$ cat src/rtl/pipe_ctrl_pkg.sv
// pipe_ctrl_pkg: shared state, stall-reason and control-bundle types for the pipeline hazard controller.
package pipe_ctrl_pkg;
  typedef enum logic [1:0] {RUN, MDU_BUSY, MEM_WAIT} state_e;
  typedef enum logic [2:0] {R_NONE, R_MEM, R_REDIRECT, R_MDU, R_LOAD_USE} reason_e;
  localparam logic [4:0] REG_X0 = 5'd0;
  typedef struct packed {
    logic pc_stall;
    logic if_id_stall;
    logic if_id_flush;
    logic id_ex_stall;
    logic id_ex_flush;
    logic ex_mem_stall;
    logic ex_mem_flush;
  } ctrl_t;
  function automatic ctrl_t reason_ctrl(reason_e r);
    return '{
      pc_stall:     r inside {R_MEM, R_MDU, R_LOAD_USE},
      if_id_stall:  r inside {R_MEM, R_MDU, R_LOAD_USE},
      if_id_flush:  r == R_REDIRECT,
      id_ex_stall:  r inside {R_MEM, R_MDU},
      id_ex_flush:  r inside {R_REDIRECT, R_LOAD_USE},
      ex_mem_stall: r == R_MEM,
      ex_mem_flush: r == R_MDU
    };
  endfunction
endpackage

$ cat src/rtl/load_use_detect.sv
// load_use_detect: flags an ID instruction reading the destination of a load currently in EX.
module load_use_detect
  import pipe_ctrl_pkg::*;
(
  input  logic [4:0] rs1_addr_i,
  input  logic [4:0] rs2_addr_i,
  input  logic       uses_rs1_i,
  input  logic       uses_rs2_i,
  input  logic       ex_mem_read_i,
  input  logic [4:0] ex_rd_addr_i,
  output logic       hazard_o
);
  assign hazard_o = ex_mem_read_i && ex_rd_addr_i != REG_X0 &&
                    ((uses_rs1_i && rs1_addr_i == ex_rd_addr_i) ||
                     (uses_rs2_i && rs2_addr_i == ex_rd_addr_i));
endmodule

$ cat src/rtl/pipe_hazard_ctrl.sv
// pipe_hazard_ctrl: stall/flush sequencer for the 5-stage pipeline with dmem timeout and stall counter.
module pipe_hazard_ctrl
  import pipe_ctrl_pkg::*;
#(
  parameter int MEM_TIMEOUT = 16,
  parameter int CNT_W       = 32
) (
  input  logic             clk,
  input  logic             rst,
  input  logic [4:0]       id_rs1_addr,
  input  logic [4:0]       id_rs2_addr,
  input  logic             id_uses_rs1,
  input  logic             id_uses_rs2,
  input  logic             ex_mem_read,
  input  logic [4:0]       ex_rd_addr,
  input  logic             ex_redirect,
  input  logic             ex_mdu_start,
  input  logic             mdu_done,
  input  logic             mem_req,
  input  logic             mem_ready,
  output logic             pc_stall,
  output logic             if_id_stall,
  output logic             if_id_flush,
  output logic             id_ex_stall,
  output logic             id_ex_flush,
  output logic             ex_mem_stall,
  output logic             ex_mem_flush,
  output logic             mem_timeout,
  output logic [CNT_W-1:0] stall_cycles
);
  localparam int WW = $clog2(MEM_TIMEOUT);
  state_e           state_q, state_d, eff;
  logic [WW-1:0]    wait_cnt_q, wait_cnt_d;
  logic             pend_q, pend_d, done_q, done_d;
  logic             hazard, mem_wait, timeout, done, mdu_act;
  logic [CNT_W-1:0] stall_cycles_q;
  reason_e          reason;
  ctrl_t            ctrl;
  load_use_detect u_load_use (
    .rs1_addr_i    (id_rs1_addr),
    .rs2_addr_i    (id_rs2_addr),
    .uses_rs1_i    (id_uses_rs1),
    .uses_rs2_i    (id_uses_rs2),
    .ex_mem_read_i (ex_mem_read),
    .ex_rd_addr_i  (ex_rd_addr),
    .hazard_o      (hazard)
  );
  // eff is the state the pipe resumes in once a dmem wait clears (MDU op may be parked)
  always_comb begin
    eff = state_q;
    if (state_q == MEM_WAIT) eff = RUN;
    if (state_q == MEM_WAIT && pend_q) eff = MDU_BUSY;
    mem_wait   = mem_req & ~mem_ready;
    timeout    = mem_wait && wait_cnt_q == WW'(MEM_TIMEOUT - 1);
    done       = mdu_done | done_q;
    mdu_act    = eff == MDU_BUSY || ex_mdu_start;
    reason     = R_NONE;
    state_d    = eff;
    wait_cnt_d = '0;
    pend_d     = 1'b0;
    done_d     = 1'b0;
    if (mem_wait) begin
      if (!timeout) begin
        reason     = R_MEM;
        state_d    = MEM_WAIT;
        wait_cnt_d = wait_cnt_q + 1'b1;
      end
      pend_d = eff == MDU_BUSY;
      done_d = eff == MDU_BUSY && done;
    end else if (ex_redirect) begin
      reason = R_REDIRECT;
      done_d = eff == MDU_BUSY && done;
    end else if (mdu_act) begin
      if (done) state_d = RUN;
      else begin
        reason  = R_MDU;
        state_d = MDU_BUSY;
      end
    end else if (hazard) reason = R_LOAD_USE;
    ctrl = rst ? '0 : reason_ctrl(reason);
  end
  always_ff @(posedge clk) begin
    if (rst) begin
      state_q        <= RUN;
      wait_cnt_q     <= '0;
      pend_q         <= 1'b0;
      done_q         <= 1'b0;
      stall_cycles_q <= '0;
    end else begin
      state_q        <= state_d;
      wait_cnt_q     <= wait_cnt_d;
      pend_q         <= pend_d;
      done_q         <= done_d;
      stall_cycles_q <= stall_cycles_q + CNT_W'(ctrl.pc_stall & ~&stall_cycles_q);
    end
  end
  assign pc_stall     = ctrl.pc_stall;
  assign if_id_stall  = ctrl.if_id_stall;
  assign if_id_flush  = ctrl.if_id_flush;
  assign id_ex_stall  = ctrl.id_ex_stall;
  assign id_ex_flush  = ctrl.id_ex_flush;
  assign ex_mem_stall = ctrl.ex_mem_stall;
  assign ex_mem_flush = ctrl.ex_mem_flush;
  assign mem_timeout  = ~rst & timeout;
  assign stall_cycles = stall_cycles_q;
endmodule

$ cat config.mk
export PLATFORM = sky130hd
export DESIGN_NAME = pipe_hazard_ctrl
export DESIGN_NICKNAME = d
export VERILOG_FILES = /design/src/rtl/pipe_ctrl_pkg.sv /design/src/rtl/load_use_detect.sv /design/src/rtl/pipe_hazard_ctrl.sv
export SDC_FILE = /design/constraint.sdc
export NUM_CORES = 1
export LEC_CHECK = 0
export CELL_PAD_IN_SITES_DETAIL_PLACEMENT = 1
export CELL_PAD_IN_SITES_GLOBAL_PLACEMENT = 1
export CORE_MARGIN = 5
export CORE_UTILIZATION = 30
export DETAILED_ROUTE_END_ITERATION = 7
export HOLD_SLACK_MARGIN = 0.05
export MAX_ROUTING_LAYER = met4
export PLACE_DENSITY_LB_ADDON = 0.1
export SLEW_MARGIN = 20
export SYNTH_ARGS = -nofsm -noshare
export SYNTH_HDL_FRONTEND = slang
export SYNTH_SLANG_ARGS = --single-unit
$ cat constraint.sdc
create_clock -name clk -period 3 [get_ports clk]
set_clock_uncertainty 0.1 [all_clocks]
set_input_delay 0.75 -clock clk [delete_from_list [all_inputs] [get_ports clk]]
set_output_delay 0.75 -clock clk [all_outputs]
set_load 0.03 [all_outputs]
==> metrics.yaml <==
post-route-period-util_pct: 96.2
rsz0062_at_grt: "true"
synth_top_area_share_pct: 39.4
start_util_pct: 30.4
io_buffers: 64
synth_edf_count: 0
design_area_mm2: 0.00314
timing.fmax_mhz: 346
syn_to_final_growth_pct: 54.4
crit_buf_inv: 3
required_ns: 2.15
worstPathCellList: "clkdlybuf4s15_1, or3_4, a21oi_4, nand4_1, buf_4, nand2_2, buf_4"
crit_slowest_cell: "or3_4"
drt_pass1_iterations: 4
io_pins: 65
ant_nets: 0
end_kind: "output pin"
ys.flop_type: "dfxtp_1"
grt_pass1_vias: 1954
tightestPinTransition_ns: 0.409
hold_class: "register to register"
detailed_place_hpwl_mm: 4.47
slowest_delay_ns: 0.41
dpl_cell_area_mm2: 0.00297
grt_max_degree: 37
cts_buffer_depth: 2
synthTopCellsByCount: "40 x dfxtp_1, 38 x nor2_1, 25 x xnor2_1"
crit_arrival_ns: 2.04
vdd_drop_max_v: 0.000175
fin_ws_ns: 0.114
finalHoldViolations: 0
syn_area_mm2: 0.00203
antenna_found_initial: 0
slew_violations: 0
async_reset_ff_share_pct: 0
grt_util_met3_pct: 2.63
synth-xor-area-share_pct: 16.8
gp_congestion: 0.754
diodes: 0
hold_slack_ns: 0.351
met1_usage_pct: 18.4
grt-busiest-layer: "met2"
setup_viol: 0
crit_type: "input pin to output pin"
final_nets: 355
synth_fa_ha_area_share_pct: 1.85
critPathMostFrequentCell: "buf_4"
layout-drive-gt1-share_pct: 26.2
muxShareOfSynthArea_pct: 0
yosysWarnings: 0
grt_pass1_wl_mm: 9.63
synth_top_family_by_area: "simple AND/OR/NAND/NOR gates"
drt-total-wl_mm: 5.79
viasPerCell: 4.81
synth-seq-cells: 40
std_cell_rows: 30
num_vias: 1962
p_leak_uw: 0.00119
clk_pin_slew_ns: 0.08
clk_latency_ns: 0.29
final_core_util_pct: 46.9
core-area_mm2: 0.00668
cts-htree-levels: 2
maxCapViolCount: 0
ys_seq_area_share_pct: 39.4
grt.overflow.total: 0
cts_sinks: 40
met2_usage_pct: 23.3
synth_compound_area_share_pct: 4.19
status: "finished, final reports clean"
post-synth-top-count-cell: "dfxtp_1"
die_h_um: 92.3
critPathLaunchType: "input pin"
synth_largest_area_cell: "dfxtp_1"
drt_iter0_markers: 48
cts_root_buf: "clkbuf_8"
pre_cts_slack_ns: -0.630
synth_nets: 262
cts_buffers: 5
tritoncts: "built"
grt_usage_pct: 14.3
dieWidth_um: 92.3
avgSynthCellArea_um2: 8.68
slew_headroom_pct: 72.5
worstPathMaxFanout: 2
postCtsHoldBufs: 0
p_per_area_mw_per_mm2: 350
synthCells: 234
synth-simple-area-share_pct: 34.0
wl_per_cell_um: 14.2
period_needed_ns: 2.89
cpLargestDelayFamily: "simple AND/OR/NAND/NOR gates"
yosysUniqueCellTypes: 41
yosys-top-cells-area: "dfxtp_1 39%, xnor2_1 11%, nor2_1 7.0%, xor2_1 6.0%, nand3_1 3.5%"
drc: 0
die_area_mm2: 0.00851
[cells by family (layout without fill, tap and decap cells)]
logic type               after synthesis  after routing
buffers and inverters                 12            106
adder cells (fa/ha/maj)                3              3
XOR/XNOR                              39             39
flip-flops                            40             40
AND/OR/NAND/NOR                      126            126
AO/OA/AOI/OAI                         14             14
[layout make-up]
type,instances,area (µm²)
Clock buffer,6,72.6
Clock inverter,2,35.0
Fill cell,798,3550
Inverter,5,18.8
Multi-Input combinational cell,182,1300
Sequential cell,40,801
Tap cell,80,100
Timing Repair Buffer,93,805
[power breakdown]
part | total, µW | switching (µW) | internal (µW)
Combinational | 118 | 57.8 | 60.0
Sequential | 537 | 2.73 | 534
Clock | 442 | 195 | 247
[registers in the layout (all words and copies together), names as in the netlist]
name / count
state_q: 2
pend_q: 1
stall_cycles: 32
wait_cnt_q: 4
done_q: 1
[per-stage QoR]
| step | std cells | power, µW | TNS [ns] |
|---|---|---|---|
| 4_1_cts | 407 | 1110 | 0 |
| 2_1_floorplan | 234 | 607 | -4.56 |
| 3_5_place_dp | 393 | 673 | -12.53 |
| 5_1_grt | 408 | 1140 | -0.0323 |
| 6_report | 408 | 1100 | 0 |
| 3_3_place_gp | 393 | 671 | -11.22 |
[per-layer routing]
metal  routed length [µm]  share of wire, %
met1                 2790                48
met5                    0                 0
met3                  142               2.5
met2                 2800                48
met4                   51              0.88
[cell usage in the layout (no fill, tap or decap), drive strengths merged, types with 4 or more instances in the layout]
cell           instances
dfxtp                 40
nor2                  38
buf                   38
clkdlybuf4s50         36
xnor2                 25
nand2                 16
nand3                 15
xor2                  14
nor3                  12
clkbuf                12
nand4                 11
dlygate4sd2            9
nor4                   9
a21oi                  6
and2                   5
inv                    5
clkdlybuf4s15          4
nor2b                  4
and4                   4
[worst register-to-register path, stage by stage, from the launching register on]
cell,delay [ns]
dfxtp_1,0.45
and4_1,0.35
and2_1,0.21
nand2_1,0.08
nor4_1,0.29
a21oi_2,0.05
ha_2,0.23
buf_4,0.14
buf_4,0.12
and3_1,0.23
nand4_1,0.14
xor2_1,0.16
nor2_1,0.06
[worst paths after layout]
check,from,endpoint,slack [ns],cells after the start
worst max-delay path,ex_redirect,pc_stall,0.11,7
worst min-delay path,wait_cnt_q[0],wait_cnt_q[0],0.35,1
worst max register to register,stall_cycles[14],stall_cycles[19],0.27,12
worst min register to register,wait_cnt_q[0],wait_cnt_q[0],0.35,1
[timing repair]
item / 4_1_cts / 5_1_grt
buffers inserted: 6 / 2
pin swaps: 23 / 13
endpoints found under the setup margin: 29 / 11
gates resized for setup: 30 / 18
Note: power is estimated with default switching activity, not from simulation.
